File: config.mk
export PLATFORM = sky130hd
export DESIGN_NAME = vga_syncgen
export DESIGN_NICKNAME = d
export VERILOG_FILES = /design/src/rtl/vga_timing_pkg.sv /design/src/rtl/vga_syncgen_cnt.sv /design/src/rtl/vga_syncgen.sv
export SDC_FILE = /design/constraint.sdc
export NUM_CORES = 1
export LEC_CHECK = 0
export CAP_MARGIN = 20
export CORE_ASPECT_RATIO = 1.75
export CORE_MARGIN = 4
export CORE_UTILIZATION = 47
export DETAILED_ROUTE_END_ITERATION = 7
export PLACE_DENSITY_LB_ADDON = 0.2
export SLEW_MARGIN = 10
export SYNTH_ARGS = -nofsm -noshare
export SYNTH_HDL_FRONTEND = slang
export SYNTH_HIERARCHICAL = 1
export SYNTH_SLANG_ARGS = --single-unit
File: constraint.sdc
create_clock -name PCK -period 2.25 [get_ports PCK]
set_input_delay 0.45 -clock PCK [delete_from_list [all_inputs] [get_ports PCK]]
set_output_delay 0.45 -clock PCK [all_outputs]
set_load 0.1 [all_outputs]
File: src/rtl/vga_timing_pkg.sv
// vga_timing_pkg: 640x480@60 default raster constants and counter width shared by the VGA pipeline
package vga_timing_pkg;
    localparam int CW       = 10;
    localparam int H_DISP   = 640;
    localparam int H_FRONT  = 16;
    localparam int H_WIDTH  = 96;
    localparam int H_BACK   = 48;
    localparam int V_DISP   = 480;
    localparam int V_FRONT  = 10;
    localparam int V_WIDTH  = 2;
    localparam int V_BACK   = 33;
    localparam int H_PERIOD = H_DISP + H_FRONT + H_WIDTH + H_BACK;
    localparam int V_PERIOD = V_DISP + V_FRONT + V_WIDTH + V_BACK;
    typedef logic [CW-1:0] cnt_t;
endpackage

File: src/rtl/vga_syncgen_cnt.sv
// vga_syncgen_cnt: free-running horizontal/vertical raster counter pair with wrap
module vga_syncgen_cnt
    import vga_timing_pkg::*;
#(
    parameter int HPERIOD = H_PERIOD,
    parameter int VPERIOD = V_PERIOD
) (
    input  logic          clk,
    input  logic          rst_n,
    output logic [CW-1:0] hcnt,
    output logic [CW-1:0] vcnt
);
    localparam cnt_t HMAX = cnt_t'(HPERIOD - 1);
    localparam cnt_t VMAX = cnt_t'(VPERIOD - 1);
    logic hwrap;
    assign hwrap = hcnt == HMAX;
    // pixel counter every cycle; line counter steps only on the last pixel of a line
    always_ff @(posedge clk or negedge rst_n)
        if (!rst_n) begin
            hcnt <= '0;
            vcnt <= '0;
        end else begin
            hcnt <= hwrap ? '0 : hcnt + 1'b1;
            if (hwrap) vcnt <= vcnt == VMAX ? '0 : vcnt + 1'b1;
        end
endmodule

File: src/rtl/vga_syncgen.sv
// vga_syncgen: VGA sync/DE/frame-start generator; colour bars when VGA_SYNCGEN_COLORBAR_EN is defined
module vga_syncgen
    import vga_timing_pkg::*;
#(
    parameter int HDISP  = H_DISP,
    parameter int HFRONT = H_FRONT,
    parameter int HWIDTH = H_WIDTH,
    parameter int HBACK  = H_BACK,
    parameter int VDISP  = V_DISP,
    parameter int VFRONT = V_FRONT,
    parameter int VWIDTH = V_WIDTH,
    parameter int VBACK  = V_BACK
) (
    input  logic          PCK,
    input  logic          RST_N,
    output logic [CW-1:0] HCNT,
    output logic [CW-1:0] VCNT,
    output logic          HSYNC,
    output logic          VSYNC,
    output logic          DE,
    output logic          FRAME_START,
    output logic [3:0]    VGA_R,
    output logic [3:0]    VGA_G,
    output logic [3:0]    VGA_B
);
    localparam int HPERIOD = HDISP + HFRONT + HWIDTH + HBACK;
    localparam int VPERIOD = VDISP + VFRONT + VWIDTH + VBACK;
    localparam int HS_ON   = HDISP + HFRONT;
    localparam int HS_OFF  = HS_ON + HWIDTH;
    localparam int VS_ON   = VDISP + VFRONT;
    localparam int VS_OFF  = VS_ON + VWIDTH;

    if (HPERIOD > (1 << CW) || VPERIOD > (1 << CW)) begin : g_period_check
        $error("vga_syncgen: raster period exceeds counter range");
    end

    vga_syncgen_cnt #(
        .HPERIOD(HPERIOD),
        .VPERIOD(VPERIOD)
    ) u_cnt (
        .clk  (PCK),
        .rst_n(RST_N),
        .hcnt (HCNT),
        .vcnt (VCNT)
    );

    int  h, v;
    logic de_next;
    assign h       = 32'(HCNT);
    assign v       = 32'(VCNT);
    assign de_next = h < HDISP && v < VDISP;

    // outputs registered from the current counter values, one PCK behind them
    always_ff @(posedge PCK or negedge RST_N)
        if (!RST_N) begin
            HSYNC       <= 1'b1;
            VSYNC       <= 1'b1;
            DE          <= 1'b0;
            FRAME_START <= 1'b0;
        end else begin
            HSYNC       <= !(h >= HS_ON && h < HS_OFF);
            VSYNC       <= !(v >= VS_ON && v < VS_OFF);
            DE          <= de_next;
            FRAME_START <= HCNT == '0 && VCNT == '0;
        end

`ifdef VGA_SYNCGEN_COLORBAR_EN
    localparam int BAR = HDISP / 8;
    logic [2:0] bar;
    assign bar = 3'(h / BAR);
    // bar colour follows the bar index bits, blanked outside the active area
    always_ff @(posedge PCK or negedge RST_N)
        if (!RST_N) begin
            VGA_R <= '0;
            VGA_G <= '0;
            VGA_B <= '0;
        end else begin
            VGA_R <= de_next ? {4{bar[2]}} : 4'h0;
            VGA_G <= de_next ? {4{bar[1]}} : 4'h0;
            VGA_B <= de_next ? {4{bar[0]}} : 4'h0;
        end
`else
    assign VGA_R = '0;
    assign VGA_G = '0;
    assign VGA_B = '0;
`endif
endmodule

==> metrics.cfg, run 1 <==
[die]
initial_utilization_pct=49.6
die-area_mm2=0.00382
core_area_mm2=0.00272
die_x_um=48.5
io_pins=38
die_h_um=78.9
fp-row-count=25

[drt]
drc=0
wirelength_um=3010
wl_met2_um=1730
highest_layer=met4
avgViaCountPerCell=5.62
met3WireLength_um=152
wl_met1_um=1080
wire_per_inst_um=16.6
vias=1017
drtIter0Drc=30
drt_first_pass_iters=4
ant_nets=0

[synthesis]
synthFlopType=dfrtp_1
synth_top_area_share_pct=40.8
synth_top_cell_by_area=dfrtp_1
syn_area_mm2=0.00135
avgSynthCellArea_um2=10.7
ys_warn_count=6
ys_seq_area_share_pct=44.7
synth.distinct_cells=36
synth_edf_count=0
synth_seq_cells=24
synthTopCellsByArea=dfrtp_1 41%, buf_4 6.7%, xnor2_1 5.2%, nand3_1 4.1%, dfstp_2 3.9%
synthCells=126
synthArstFlopShare_pct=100

[setup_path]
crit_family=simple AND/OR/NAND/NOR gates
cp-end-kind=flip-flop
r2r_start=u_cnt/hcnt[5]
setup.worst_path.class=reg -> reg
path_buf_inv=0
cpMaxStageDelayCell=or3_1
critPathMaxStageDelay_ns=0.60
start_kind=flip-flop
cp.required_ns=2.39
crit_fanout=8
worstPathArrival_ns=2.04
crit_start=u_cnt/hcnt[5]
cp_cell_sequence=or3_1 -> nor4_4 -> and3_1 -> nor3_2

[clock_network]
clock_latency_ns=0.27
clockBufferDepth=2
clk_pin_slew_ns=0.09
cts_root_buffer=clkbuf_8
cts_hold_buf=0
clock_sinks=24
post_cts_buffers=0
tritoncts=done
h-tree-depth=1
cts_resized=0
cts_made_buffers=3

[run]
drv_cap=0

[finish]
finish.utilization_pct=58.8
antenna_cells=0
area_delta_synth_final_pct=18.6
fillers=253
nets=160
drive_gt1_share_pct=30.5

[grt]
grt_max_degree=25
grt_pass1_wl_um=5180
antenna_found_initial=0
grt_remaining_overflow=0
grtUsageTotal_pct=16.9
first_global_vias=1056

[timing]
setup_viol=0
min_period_ns=1.89
slew_violations=0
finalClockSkew_ns=0.00400
rsz0062_at_grt=no
final_hold_viol_count=0
finalCritPeriodShare_pct=84.2
setup_tns_ns=0
fmax_mhz=528

[placement]
dp_hpwl_um=2290
gp_congestion=0.896
io_buffers=25

[power_and_ir_drop]
leakage_uw=0.000781
vdd_drop_max_uv=366
p_per_area_mw_per_mm2=568

[outcome]
status=complete, no violations

[worst_hold_path]
min_from=u_cnt/hcnt[0]
worst_hold_path_type=reg -> reg

## worst register-to-register path, delay by kind of cell, from the launching register on
family	cells	cell delay (ns)
flops	1	0.46
simple gates	4	1.31
## path summary, 6_finish.rpt
path,endpoint,slack [ns],cells after the start
min reg2reg,u_cnt/hcnt[0],0.51,1
max,u_cnt/vcnt[9],0.36,4
min in group asynchronous,u_cnt/vcnt[9],0.54,2
max reg2reg,u_cnt/vcnt[9],0.36,4
min,u_cnt/hcnt[0],0.51,1
max in group asynchronous,HSYNC,1.43,2
## layout make-up
cell class / instances / area, um^2 / area share [%]
inverters: 4 / 15.0 / 0.939
clock buffers: 3 / 41.3 / 2.58
flip-flops and latches: 24 / 608 / 38.0
multi-input cells: 95 / 666 / 41.6
well taps: 27 / 33.8 / 2.11
clock inverters: 1 / 30.0 / 1.88
repair buffers: 27 / 205 / 12.8
## placed cells by master, fill, tap and decap left out
| cell type | netlist | routed |
|---|---|---|
| buf_4 | 12 | 26 |
| dfrtp_1 | 22 | 18 |
| conb_1 | 1 | 12 |
| nand3_1 | 11 | 11 |
| nor2_1 | 9 | 9 |
| xnor2_1 | 8 | 8 |
| nor3_1 | 5 | 5 |
| and3_1 | 5 | 5 |
| xor2_1 | 5 | 5 |
| nand4_1 | 4 | 4 |
| nor4_2 | 4 | 4 |
| nand2_1 | 4 | 4 |
| inv_1 | 4 | 4 |
| dfrtp_2 | 0 | 4 |
| clkbuf_8 | 0 | 3 |
| o21ai_1 | 3 | 3 |
| ha_1 | 3 | 3 |
| dfstp_2 | 2 | 2 |
| nor4_1 | 2 | 2 |
| o21a_1 | 2 | 2 |
| a21oi_1 | 2 | 2 |
| nor4_4 | 2 | 2 |
| and4_1 | 1 | 1 |
| or4_4 | 1 | 1 |
| or4_1 | 1 | 1 |
| bufinv_16 | 0 | 1 |
| clkdlybuf4s50_1 | 0 | 1 |
| nand4_4 | 1 | 1 |
| or3_1 | 1 | 1 |
| o31ai_1 | 1 | 1 |
| nor3_4 | 1 | 1 |
| nor2b_1 | 1 | 1 |
| nor3b_1 | 1 | 1 |
| o21ba_1 | 1 | 1 |
| nand3_2 | 1 | 1 |
| nor4bb_1 | 1 | 1 |
| and2_1 | 1 | 1 |
| nor3_2 | 1 | 1 |
## metrics by stage
step | hold WS, ns | power, uW | std cells | cell area (um^2) | worst slack, ns
CTS | 0.519 | 919 | 181 | 1600 | 0.351
global route | 0.548 | 949 | 181 | 1600 | 0.170
global placement | 0.496 | 537 | 177 | 1530 | 0.443
detailed placement | 0.509 | 538 | 177 | 1530 | 0.359
finish | 0.509 | 908 | 181 | 1600 | 0.356
floorplan | 0.154 | 542 | 137 | 1400 | 0.0217
## layer usage
metal  vias up  global-route usage [%]
met2        36                    30.8
met4         0                    8.09
li1        480                       -
met1       496                    18.1
met5         -                       0
met3         5                    3.19
## sequential cells by signal, indices dropped and copies added (netlist names)
name,count
u_cnt/vcnt,10
DE,1
HSYNC,1
u_cnt/hcnt,10
FRAME_START,1
VSYNC,1
## logic make-up after synthesis
group           after synthesis  synth area share [%]
simple gates                 58                  30.5
flops                        24                  44.7
buf+inv                      18                  9.00
xor+xnor                     13                  8.44
compound gates                9                  4.27
fa+ha+maj                     3                  2.78
other cells                   1                 0.278
## power by group
| group | internal [uW] | switching (uW) |
|---|---|---|
| clock | 238 | 141 |
| combinational | 2.66 | 95.5 |
| sequential | 431 | 0 |
| total | 671 | 236 |
## Yosys cell counts, drive strengths merged (4+ instances only)
cell type   n
inv         4
nor2        9
dfrtp      22
and3        5
xor2        5
xnor2       8
buf        14
nand3      12
nand4       5
nand2       4
nor4        8
nor3        7
Note: power is estimated with default switching activity, not from simulation.
==> run 2, diff against run 1 <==
Clock period 2.25 ns to 1.8 ns, I/O delays scaled along.
==> metrics.cfg, run 2 (synthesis gave the netlist of run 1 again) <==
[outcome]
status=complete, no violations  ; unchanged

[placement]
io_buffers=25  ; unchanged
dp_hpwl_um=2300  ; was 2290 um
dpl.cell_count=184  ; was 177
gp_congestion=0.787  ; was 0.896
post-place-ws_ns=0.0188  ; was 0.359 ns

[power_and_ir_drop]
p_per_area_mw_per_mm2=507  ; was 568 mW/mm^2
vdd_drop_max_uv=584  ; was 366 uV
leakage_uw=0.000910  ; was 0.000781 uW

[timing]
setup_viol=0  ; unchanged
finalClockSkew_ns=0.00891  ; was 0.00400 ns
setup_tns_ns=0  ; unchanged
final_hold_viol_count=0  ; unchanged
finalCritPeriodShare_pct=96.5  ; was 84.2%
layout_setup_ws_ns=0.0634  ; was 0.356 ns
whs_ns=0.446  ; was 0.509 ns
slew_violations=0  ; unchanged
min_period_ns=1.74  ; was 1.89 ns
fmax_mhz=576  ; was 528 MHz
rsz0062_at_grt=yes  ; was no

[die]
io_pins=38  ; unchanged
die-area_mm2=0.00382  ; unchanged
fp-row-count=25  ; unchanged
die_x_um=48.5  ; unchanged
initial_utilization_pct=49.6  ; unchanged
core_area_mm2=0.00272  ; unchanged
die_h_um=78.9  ; unchanged

[setup_path]
reg2reg_setup_slack_ns=0.06  ; was 0.36 ns
worstPathArrival_ns=1.94  ; was 2.04 ns
crit_fanout=6  ; was 8
setup.worst_path.class=reg -> reg  ; unchanged
cp.required_ns=2.00  ; was 2.39 ns
cp-end-kind=flip-flop  ; unchanged
start_kind=flip-flop  ; unchanged

[grt]
first_global_vias=1136  ; was 1056
grt_remaining_overflow=0  ; unchanged
antenna_found_initial=0  ; unchanged
grtUsageTotal_pct=17.6  ; was 16.9%
grt_max_degree=25  ; unchanged
grt_pass1_wl_um=5400  ; was 5180 um

[worst_hold_path]
worst_hold_path_type=in -> async  ; was reg -> reg

[clock_network]
cts_hold_buf=0  ; unchanged
cts_root_buffer=clkbuf_8  ; unchanged
clockBufferDepth=2  ; unchanged
clock_latency_ns=0.27  ; about the same
tritoncts=done  ; unchanged
clk_pin_slew_ns=0.09  ; about the same
h-tree-depth=1  ; unchanged
clock_sinks=24  ; unchanged
cts_made_buffers=3  ; unchanged

[drt]
drtIter0Drc=70  ; was 30
wirelength_um=3270  ; was 3010 um
drt_first_pass_iters=4  ; unchanged
drc=0  ; unchanged
avgViaCountPerCell=5.88  ; was 5.62
vias=1124  ; was 1017
wire_per_inst_um=17.1  ; was 16.6 um
ant_nets=0  ; unchanged

[finish]
fin_cells=191  ; was 181
area_delta_synth_final_pct=50.6  ; was 18.6%
drive_gt1_share_pct=44.5  ; was 30.5%
largestRegisters=u_cnt/hcnt (10), u_cnt/vcnt (10)  ; unchanged
final_cell_mix=25 x buf_12, 12 x conb_1, 11 x buf_4, 11 x nand3_1, 11 x dfrtp_2  ; was 26 x buf_4, 18 x dfrtp_1, 12 x conb_1
antenna_cells=0  ; unchanged
nets=170  ; was 160
fillers=179  ; was 253
final_common_cell=buf_12  ; was buf_4

[run]
drv_cap=0  ; unchanged

==> run 2: cell count changes in the layout (fill, tap and decap cells not counted), sizes merged <==
cell    change
clkbuf      +1
buf        +10
bufinv      -1
==> run 2: final timing paths <==
path	startpoint	end	cells past startpoint
hold reg to reg	u_cnt/vcnt[9]	DE	1
min in group PCK	u_cnt/vcnt[9]	DE	1
hold / removal	RST_N	FRAME_START	2
setup / recovery	u_cnt/hcnt[6]	u_cnt/vcnt[5]	4
max in group asynchronous	RST_N	VSYNC	2
setup reg to reg	u_cnt/hcnt[6]	u_cnt/vcnt[5]	4
==> run 2: report_power, final <==
group,switching (uW),internal (uW),leakage [uW]
combinational,120,3.33,0.000599
clock,173,196,0.0000288
sequential,0,538,0.000283
total,292,737,0.000910
==> run 2: cell type report <==
cell class / instances / area, um^2 / area share (%)
inverter: 4 / 15.0 / 0.739
multi-input combinational: 95 / 692 / 34.1
timing repair buffer: 37 / 593 / 29.2
clock buffer: 4 / 55.1 / 2.71
tap: 27 / 33.8 / 1.66
sequential: 24 / 643 / 31.7
==> run 2: layer usage <==
| layer | track usage [%] | routed length (um) |
|---|---|---|
| met1 | 20.0 | 1180 |
| met2 | 30.6 | 1770 |
| met3 | 2.25 | 207 |
| met4 | 10.8 | 119 |
| met5 | 0 | 0 |
==> run 2: critical path: stages, from the launching register on <==
cell	delay (ns)
dfrtp_4	0.48
or3_4	0.45
nor4_4	0.41
buf_4	0.18
xor2_1	0.14
==> run 2: metrics by stage <==
stage          util, %  power [uW]  area (um^2)
6_report          74.7        1030         2030
5_1_grt           74.7        1060         2030
4_1_cts           73.1        1040         1990
3_5_place_dp      70.9         672         1930
3_3_place_gp      70.9         672         1930
2_1_floorplan        -         678         1450
==> run 2: repair_timing <==
action	4_1_cts	5_1_grt
pin swaps	0	2
setup buffers	0	3
resized for setup	1	1
endpoints found under the setup margin	1	5
endpoints found under the hold margin	0	0
